$ cat config.mk
export PLATFORM = sky130hd
export DESIGN_NAME = instr_fetch_unit
export DESIGN_NICKNAME = d
export VERILOG_FILES = /design/src/rtl/instr_fetch_unit.sv
export SDC_FILE = /design/constraint.sdc
export NUM_CORES = 1
export LEC_CHECK = 0
export ABC_AREA = 1
export ABC_CLOCK_PERIOD_IN_PS = 1300
export CAP_MARGIN = 5
export CELL_PAD_IN_SITES_DETAIL_PLACEMENT = 0
export CELL_PAD_IN_SITES_GLOBAL_PLACEMENT = 1
export CORE_ASPECT_RATIO = 0.5
export CORE_MARGIN = 1.5
export CORE_UTILIZATION = 27
export DETAILED_ROUTE_END_ITERATION = 8
export PLACE_DENSITY = 0.75
export SYNTH_ARGS = -nofsm -noshare
export SYNTH_HDL_FRONTEND = slang
export SYNTH_SLANG_ARGS = --single-unit
$ cat constraint.sdc
create_clock -name CLK -period 1.3 [get_ports CLK]
set_input_delay 0.325 -clock CLK [delete_from_list [all_inputs] [get_ports CLK]]
set_output_delay 0.325 -clock CLK [all_outputs]
set_load 0.01 [all_outputs]
$ cat src/rtl/instr_fetch_unit.sv
// ---------------------------------------------------------------------------
// instr_fetch_unit
//   Fetch stage in front of the cpu core. Owns the program counter, reads one
//   instruction word at a time from a variable-latency instruction memory
//   (READ/BUSYWAIT handshake), and presents it to the core with a valid flag.
//   The word is held for as long as the core stalls. When the core accepts
//   it, the next PC is either PC+PC_STEP or a word-aligned branch target.
//
// Optional feature (macro IFETCH_TIMEOUT_EN):
//   Defined   - consecutive BUSYWAIT cycles in FETCH are counted, and once the
//               count reaches TIMEOUT_CYC the unit parks in ERR with
//               FETCH_ERR=1. Only reset leaves ERR.
//   Undefined - FETCH waits on BUSYWAIT forever and FETCH_ERR is tied 0.
//
// Ports
//   CLK            in   clock, rising edge
//   RESET          in   asynchronous active-low reset
//   STALL          in   core cannot accept the next instruction (DELIVER only)
//   BRANCH_EN      in   use BRANCH_TARGET as next PC (DELIVER only)
//   BRANCH_TARGET  in   branch/jump target; low two bits are ignored
//   MEM_READ       out  instruction memory read request (registered)
//   MEM_ADDRESS    out  read address, always equal to PC
//   MEM_READDATA   in   returned instruction word
//   MEM_BUSYWAIT   in   memory not done yet
//   PC             out  address of the current or pending instruction
//   INSTRUCTION    out  fetched instruction word
//   INSTR_VALID    out  INSTRUCTION is valid for the core
//   FETCH_ERR      out  fetch timed out
// ---------------------------------------------------------------------------
module instr_fetch_unit #(
  parameter int unsigned     PC_W        = 32,
  parameter int unsigned     INSTR_W     = 32,
  parameter logic [PC_W-1:0] RESET_PC    = '0,
  parameter int unsigned     PC_STEP     = 4,
  parameter int unsigned     TIMEOUT_CYC = 255
) (
  input  logic               CLK,
  input  logic               RESET,
  input  logic               STALL,
  input  logic               BRANCH_EN,
  input  logic [PC_W-1:0]    BRANCH_TARGET,
  output logic               MEM_READ,
  output logic [PC_W-1:0]    MEM_ADDRESS,
  input  logic [INSTR_W-1:0] MEM_READDATA,
  input  logic               MEM_BUSYWAIT,
  output logic [PC_W-1:0]    PC,
  output logic [INSTR_W-1:0] INSTRUCTION,
  output logic               INSTR_VALID,
  output logic               FETCH_ERR
);

  typedef enum logic [1:0] {
    S_IDLE,
    S_FETCH,
    S_DELIVER
`ifdef IFETCH_TIMEOUT_EN
    , S_ERR
`endif
  } state_t;

  state_t               r_state, w_state_nxt;
  logic [PC_W-1:0]      r_pc, w_pc_nxt;
  logic                 r_mem_read, w_mem_read_nxt;
  logic [INSTR_W-1:0]   r_instr, w_instr_nxt;
  logic                 r_valid, w_valid_nxt;

`ifdef IFETCH_TIMEOUT_EN
  localparam int unsigned CNT_W =
    ($clog2(TIMEOUT_CYC + 1) > 8) ? $clog2(TIMEOUT_CYC + 1) : 8;

  logic [CNT_W-1:0]     r_busy_cnt, w_busy_cnt_nxt, w_busy_cnt_inc;
  logic                 r_err, w_err_nxt;

  assign w_busy_cnt_inc = r_busy_cnt + CNT_W'(1);
`endif

  always_comb begin
    w_state_nxt    = r_state;
    w_pc_nxt       = r_pc;
    w_mem_read_nxt = r_mem_read;
    w_instr_nxt    = r_instr;
    w_valid_nxt    = r_valid;
`ifdef IFETCH_TIMEOUT_EN
    w_busy_cnt_nxt = r_busy_cnt;
    w_err_nxt      = r_err;
`endif
    case (r_state)
      S_IDLE: begin
        w_state_nxt    = S_FETCH;
        w_mem_read_nxt = 1'b1;
`ifdef IFETCH_TIMEOUT_EN
        w_busy_cnt_nxt = '0;
`endif
      end
      S_FETCH: begin
        if (MEM_BUSYWAIT) begin
`ifdef IFETCH_TIMEOUT_EN
          // This edge is the TIMEOUT_CYC-th consecutive busy cycle.
          if (w_busy_cnt_inc == CNT_W'(TIMEOUT_CYC)) begin
            w_state_nxt    = S_ERR;
            w_err_nxt      = 1'b1;
            w_mem_read_nxt = 1'b0;
            w_valid_nxt    = 1'b0;
          end else begin
            w_busy_cnt_nxt = w_busy_cnt_inc;
          end
`endif
        end else begin
          w_instr_nxt    = MEM_READDATA;
          w_valid_nxt    = 1'b1;
          w_mem_read_nxt = 1'b0;
          w_state_nxt    = S_DELIVER;
        end
      end
      S_DELIVER: begin
        if (!STALL) begin
          w_pc_nxt       = BRANCH_EN ? {BRANCH_TARGET[PC_W-1:2], 2'b00}
                                     : r_pc + PC_W'(PC_STEP);
          w_valid_nxt    = 1'b0;
          w_mem_read_nxt = 1'b1;
          w_state_nxt    = S_FETCH;
`ifdef IFETCH_TIMEOUT_EN
          w_busy_cnt_nxt = '0;
`endif
        end
      end
`ifdef IFETCH_TIMEOUT_EN
      S_ERR: begin
        w_state_nxt = S_ERR;
      end
`endif
      default: begin
        w_state_nxt    = S_IDLE;
        w_mem_read_nxt = 1'b0;
        w_valid_nxt    = 1'b0;
      end
    endcase
  end

  always_ff @(posedge CLK or negedge RESET) begin
    if (!RESET) begin
      r_state    <= S_IDLE;
      r_pc       <= RESET_PC;
      r_mem_read <= 1'b0;
      r_instr    <= '0;
      r_valid    <= 1'b0;
`ifdef IFETCH_TIMEOUT_EN
      r_busy_cnt <= '0;
      r_err      <= 1'b0;
`endif
    end else begin
      r_state    <= w_state_nxt;
      r_pc       <= w_pc_nxt;
      r_mem_read <= w_mem_read_nxt;
      r_instr    <= w_instr_nxt;
      r_valid    <= w_valid_nxt;
`ifdef IFETCH_TIMEOUT_EN
      r_busy_cnt <= w_busy_cnt_nxt;
      r_err      <= w_err_nxt;
`endif
    end
  end

  assign MEM_READ    = r_mem_read;
  assign MEM_ADDRESS = r_pc;
  assign PC          = r_pc;
  assign INSTRUCTION = r_instr;
  assign INSTR_VALID = r_valid;
`ifdef IFETCH_TIMEOUT_EN
  assign FETCH_ERR   = r_err;
`else
  assign FETCH_ERR   = 1'b0;
`endif

endmodule

==> impl_metrics.csv, run 1 <==
group,metric,value,unit
critical_path,cp-end-kind,"register",
finish,nFillCells,1384,
min_path,hold_path_class,"primary input to asynchronous set/reset pin",
placement,place_ws,-0.3958,ns
yosys,syn_area,4096,um^2
placement,portBuffers,160,
yosys,synthAdderAreaFrac,0.3054,%
critical_path,required,1.53,ns
finish,instances_no_fill,1041,
route,dr.first_iter.drc_count,126,
yosys,synth_mux_area_share,0,%
clock_tree,insertion_delay,0.33,ns
yosys,synthSimpleGateAreaFrac,29.72,%
yosys,synth_seq_cells,65,
pwr,p_total,17.72,mW
sta,finalSetupTns,-5.371,ns
sta,fmax,659.3,MHz
route,postRouteAntennaNets,0,
yosys,synth_xor_area_share,0,%
critical_path,critPathArrivalTime,1.74,ns
route,vias_per_cell,4.286,
yosys,ys_seq_area_share,39.71,%
placement,gp_congestion,0.7858,
global_routing,grt_pass1_wl,21620,um
die,die_y,90.10,um
pwr,p_clk_share,13.4,%
clock_tree,clkTransAtPathRegs,0.06,ns
route,drt-total-wl,13730,um
placement,place_inst,950,
clock_tree,cts_tree,"done",
route,via_count,4462,
route,wl_per_cell,13.19,um
sta,timing.final.crit_share,116.7,%
global_routing,first_global_vias,4428,
finish,drive_above_1_share,49.35,%
global_routing,grt.total_usage,17.02,%
clock_tree,cts_buffer_depth,2,
pwr,netSwitchingPower,7.288,mW
job,drv_cap,0,
pwr,seqPwrFrac,22.4,%
clock_tree,numCtsBuffers,9,
yosys,async_reset_ff_share,100.0,%
pwr,sw_frac_of_total,41.14,%
die,start_util,28.01,%
clock_tree,cts_sinks,65,
sta,final_max_slew_viol_count,0,
status,violations,"negative setup slack",
die,core_area,14620,um^2
clock_tree,ctsHoldBuffers,0,
sta,setup_ws,-0.2167,ns
sta,clock_skew,0.01090,ns
yosys,synth.avg_cell_area,7.162,um^2
critical_path,cp-start-kind,"register",
sta,grt_setup_unrepaired,"true",
yosys,synth_compound_area_share,12.43,%
sta,fin_crit,1.517,ns
pwr,power_density,2364,nW/um^2
clock_tree,cts_max_level,3,
sta,hold_viol,0,
global_routing,gr-total-overflow,0,
route,drc,0,
finish,utilization,51.25,%
finish,n_antenna_cell,0,
clock_tree,cts_root_buf,"clkbuf_16",
global_routing,grt_max_degree,66,
finish,nets,908,
status,status,"finished, violations left",
die,ios,168,
critical_path,crit_fanout,7,
global_routing,antenna_found_initial,0,
yosys,synth_warnings,0,
sta,hold_ws,0.01540,ns
finish,area_growth,82.96,%
finish,fin_area,7495,um^2
critical_path,worst-setup-path-type,"register to register",
placement,dpl.hpwl,9046,um
die,die-area,15970,um^2
pwr,intPower,10.43,mW
die,core.rowCount,31,
yosys,syn_inst,572,
sta,setup_viol,77,
yosys,synth_top_family_by_area,"simple AND/OR/NAND/NOR gates",
placement,dpl-instance-area,6157,um^2
die,die_w,177.2,um
pwr,p_leak,3.689,nW
yosys,ys.flop_type,"dfrtp_1",
route,dr.pass1.iters,4,
pwr,combPwrFrac,64.2,%
pwr,ir_drop,0.9155,mV
yosys,ys_types,32,
yosys,synth-edff-count,0,
-- cells in the final DEF, fill, tap and decap left out, types with 2 or more instances in the layout --
master | synthesis | final
inv_2 | 3 | 8
clkbuf_2 | 0 | 11
nor2_4 | 3 | 21
nand2_2 | 10 | 27
nand2_1 | 158 | 118
o21ai_1 | 4 | 18
o21ai_0 | 29 | 10
nor3_2 | 1 | 2
nor2_2 | 2 | 12
inv_1 | 77 | 71
a21oi_1 | 14 | 12
clkdlybuf4s50_1 | 0 | 64
nand3_1 | 35 | 29
o22ai_1 | 4 | 2
o21ai_2 | 26 | 31
clkdlybuf4s15_2 | 0 | 2
dfrtp_1 | 65 | 45
buf_4 | 35 | 90
buf_12 | 0 | 5
a21oi_2 | 0 | 2
buf_6 | 4 | 77
nand2_4 | 0 | 22
inv_6 | 0 | 4
buf_8 | 1 | 2
buf_16 | 0 | 3
clkbuf_16 | 0 | 9
nor2_1 | 76 | 48
nand3_2 | 1 | 6
conb_1 | 1 | 5
buf_2 | 6 | 49
nand4_4 | 0 | 2
dfrtp_2 | 0 | 20
o22ai_2 | 0 | 2
-- synth_stat cells, types with 2 or more instances --
master / n / area [um^2]
nand2_2: 10 / 62.56
dfrtp_1: 65 / 1627
o22ai_1: 4 / 25.02
nand3_1: 35 / 175.2
buf_4: 35 / 262.8
o21ai_1: 4 / 20.02
nor2_4: 3 / 33.78
nor2_1: 76 / 285.3
inv_2: 3 / 11.26
nor3_1: 2 / 10.01
clkbuf_1: 3 / 11.26
a21oi_1: 14 / 70.07
clkbuf_8: 4 / 55.05
nor2_2: 2 / 12.51
nand2_1: 158 / 593.1
buf_6: 4 / 45.04
o21ai_2: 26 / 227.7
inv_1: 77 / 289.0
o21ai_0: 29 / 145.1
buf_2: 6 / 30.03
-- repair_timing --
action | 4_1_cts | 5_1_grt
gates cloned | 4 | 3
pin swaps | 18 | 35
setup endpoints to repair | 149 | 122
buffers inserted | 50 | 31
gates resized for setup | 477 | 146
-- state kept, by name (all words and copies together), names as in the netlist --
register / flops
r_state: 2
MEM_ADDRESS: 30
INSTRUCTION: 32
INSTR_VALID: 1
-- per-layer routing --
layer,up-vias,wire length (um),global-route usage (%)
met5,-,0,0
met4,0,156,3.602
met3,10,613,4.188
met2,92,6998,29.85
met1,2099,5961,21.02
li1,2261,-,-
-- power by group through the flow --
| stage | sequential [mW] | combinational (mW) | clock, mW |
|---|---|---|---|
| CTS | 3.93 | 10.4 | 2.44 |
| finish | 3.96 | 11.4 | 2.37 |
| detailed placement | 4.05 | 8.18 | 0 |
| floorplan | 4.37 | 3.76 | 0 |
| global route | 4.11 | 12.3 | 2.52 |
| global placement | 4.07 | 8.07 | 0 |
-- worst max-delay path, cell delays in order, from the launching register on --
cell and delay, ns:
dfrtp_2 0.42, ha_4 0.18, nand2_4 0.06, nor2_4 0.12
nand2_4 0.13, nor2_4 0.18, nand2_1 0.08, nand2_1 0.08
nand3_2 0.07, nand2_1 0.06, nand2_1 0.04
-- cells by family after synthesis --
kind of cell | after synthesis
fa+ha+maj | 1
flops | 65
buf+inv | 134
simple gates | 291
compound gates | 80
other cells | 1
-- path summary, 6_finish.rpt --
kind	slack (ns)	depth (start not counted)	from	endpoint
worst max-delay path	-0.22	10	MEM_ADDRESS[3]$_DFFE_PN0P_	MEM_ADDRESS[30]$_DFFE_PN0P_
worst min-delay path	0.02	2	RESET	INSTRUCTION[4]$_DFFE_PN0P_
worst max register to register	-0.22	10	MEM_ADDRESS[3]$_DFFE_PN0P_	MEM_ADDRESS[30]$_DFFE_PN0P_
worst min register to register	0.48	2	INSTRUCTION[3]$_DFFE_PN0P_	INSTRUCTION[3]$_DFFE_PN0P_
max in group asynchronous	0.96	2	RESET	MEM_ADDRESS[21]$_DFFE_PN0P_
min in group CLK	0.48	2	INSTRUCTION[3]$_DFFE_PN0P_	INSTRUCTION[3]$_DFFE_PN0P_
-- area by class of cell --
cell class | instances | area (um^2) | area share, %
flip-flops and latches | 65 | 1652 | 22.04
inverters | 80 | 302.8 | 4.040
clock buffers | 9 | 225.2 | 3.005
clock inverters | 7 | 58.81 | 0.7846
well taps | 198 | 247.7 | 3.306
repair buffers | 304 | 2731 | 36.44
multi-input cells | 378 | 2277 | 30.38
No activity file was read; power rests on OpenSTA's default activity.
==> run 2: changes to the inputs <==
CAP_MARGIN = not set   (was 5)
CORE_ASPECT_RATIO = 1.75   (was 0.5)
==> run 2 against run 1 <==
Compared with the run above:
- via count grew 1.5%
- the flow finishes with violations (negative hold slack, negative setup slack)
- worst hold slack lost 0.037 ns
- first-iteration DRC count grew 1.6%
- non-clock buffer count shrank 11
- critical path type unchanged
==> impl_metrics.csv, run 2 (synthesis results as in run 1) <==
group,metric,value,unit
critical_path,slowest_delay,0.37,ns
critical_path,cp_top_family,"simple AND/OR/NAND/NOR gates",
sta,hold_ws,-0.02173,ns
clock_tree,clkTransAtPathRegs,0.06,ns
placement,dpl-instance-area,6188,um^2
global_routing,antenna_found_initial,0,
critical_path,path_cells,"buf_6 > ha_4 > nand2_4 > nor2_4 > nand2_4 > nor2_4 > nand2_1 > nand2_1 > nand3_1 > nand2_1 > nand2_1",
clock_tree,cts_tree,"done",
route,dr.first_iter.drc_count,128,
clock_tree,ctsHoldBuffers,0,
status,status,"finished, violations left",
clock_tree,cts_sinks,65,
route,postRouteAntennaNets,0,
clock_tree,numCtsBuffers,9,
sta,fmax,655.2,MHz
sta,timing.final.crit_share,117.4,%
finish,mostFrequentLayoutCell,"nand2_1",
critical_path,rr_startpoint,"MEM_ADDRESS[3]$_DFFE_PN0P_",
critical_path,required,1.53,ns
global_routing,gr-total-overflow,0,
finish,drive_above_1_share,46.51,%
critical_path,r2r_cells,11,
placement,portBuffers,160,
critical_path,critPathArrivalTime,1.75,ns
finish,fin_area,7420,um^2
pwr,power_density,2399,nW/um^2
sta,final_max_slew_viol_count,0,
finish,area_growth,81.12,%
sta,fin_crit,1.526,ns
clock_tree,cts_max_level,3,
placement,place_inst,935,
critical_path,cp.depth,11,
finish,nets,897,
route,drt-total-wl,14410,um
route,dr.pass1.iters,4,
critical_path,worst-path-buf-inv,1,
critical_path,crit_top_cell,"nand2_1",
critical_path,endpoint,"MEM_ADDRESS[22]$_DFFE_PN0P_",
clock_tree,cts_root_buf,"clkbuf_16",
placement,place_ws,-0.3808,ns
sta,setup_viol,75,
pwr,ir_drop,1.520,mV
placement,gp_congestion,0.8479,
global_routing,first_global_vias,4548,
placement,dpl.hpwl,10080,um
route,via_count,4527,
critical_path,cp-end-kind,"register",
die,die_y,165.9,um
die,ios,168,
critical_path,regToRegSetupSlack,-0.23,ns
die,start_util,27.61,%
pwr,p_leak,3.648,nW
critical_path,crit_start,"MEM_ADDRESS[3]$_DFFE_PN0P_",
finish,n_antenna_cell,0,
sta,finalSetupTns,-8.108,ns
finish,largest_reg_flops,32,
die,die_w,96.11,um
clock_tree,insertion_delay,0.33,ns
global_routing,grt_max_degree,66,
global_routing,grt.total_usage,18.29,%
die,core.rowCount,59,
global_routing,grt_pass1_wl,22200,um
route,drc,0,
clock_tree,cts_buffer_depth,2,
sta,clock_skew,0.009507,ns
finish,layout_common_cells,"129 x nand2_1, 77 x buf_6, 74 x buf_4, 73 x inv_1, 63 x clkdlybuf4s50_1",
critical_path,cp_slowest_cell,"dfrtp_1",
finish,instances_no_fill,1015,
critical_path,worst-setup-path-type,"register to register",
critical_path,crit_fanout,8,
critical_path,r2r-end,"MEM_ADDRESS[22]$_DFFE_PN0P_",
sta,grt_setup_unrepaired,"true",
min_path,hold_path_class,"primary input to asynchronous set/reset pin",
die,die-area,15950,um^2
status,violations,"negative hold slack, negative setup slack",
critical_path,cp-start-kind,"register",
pwr,p_total,17.80,mW
die,core_area,14840,um^2
sta,setup_ws,-0.2263,ns
route,vias_per_cell,4.460,
job,drv_cap,0,
sta,hold_viol,9,
route,wl_per_cell,14.20,um
[run 2: area by class of cell]
class,instances,area (um^2)
multi-input combinational,378,2215
sequential,65,1650
tap,183,229.0
fill,1403,7418
timing repair buffer,293,2679
clock buffer,10,229.0
inverter,80,302.8
clock inverter,6,115.1
[run 2: what timing repair did]
item,4_1_cts,5_1_grt
gates cloned,7,0
hold endpoints to repair,0,0
resized for setup,464,125
setup endpoints to repair,154,128
setup buffers,55,21
pin swaps,28,43
[run 2: layer usage]
| metal | part of all wire, % | vias up | global-route usage [%] |
|---|---|---|---|
| met5 | 0 | - | 0 |
| met4 | 2.6 | 0 | 7.481 |
| met3 | 6.7 | 23 | 4.396 |
| met2 | 56 | 162 | 34.08 |
| met1 | 35 | 2099 | 18.62 |
| li1 | - | 2243 | - |
[run 2: per-stage QoR]
stage          hold WS, ns  utilization, %
2_1_floorplan      0.02941               -
3_3_place_gp        0.3774           41.71
3_5_place_dp        0.3790           41.71
4_1_cts            0.01875           49.45
5_1_grt            0.03786           50.00
6_report          -0.02173           50.00
[run 2: worst min path at each step]
stage	startpoint	end	slack, ns
6_report	RESET	INSTRUCTION[2]$_DFFE_PN0P_	-0.02
5_1_grt	RESET	MEM_ADDRESS[2]$_DFFE_PN0P_	0.04
4_1_cts	RESET	INSTRUCTION[2]$_DFFE_PN0P_	0.02
3_5_place_dp	RESET	INSTRUCTION[2]$_DFFE_PN0P_	0.38
3_3_place_gp	RESET	INSTRUCTION[2]$_DFFE_PN0P_	0.38
2_1_floorplan	RESET	INSTRUCTION[0]$_DFFE_PN0P_	0.03
[run 2: where the power goes]
group	switching [mW]	leakage, nW	internal (mW)
clock	0.975	0.163	1.89
combinational	5.19	2.71	5.76
sequential	0.910	0.772	3.07
total	7.08	3.65	10.7
==> run 3: changes to the inputs <==
ABC_CLOCK_PERIOD_IN_PS = not set   (was 1300)
==> results of run 3 <==
Same layout as run 2: the final DEF is identical, and so are final timing and power.
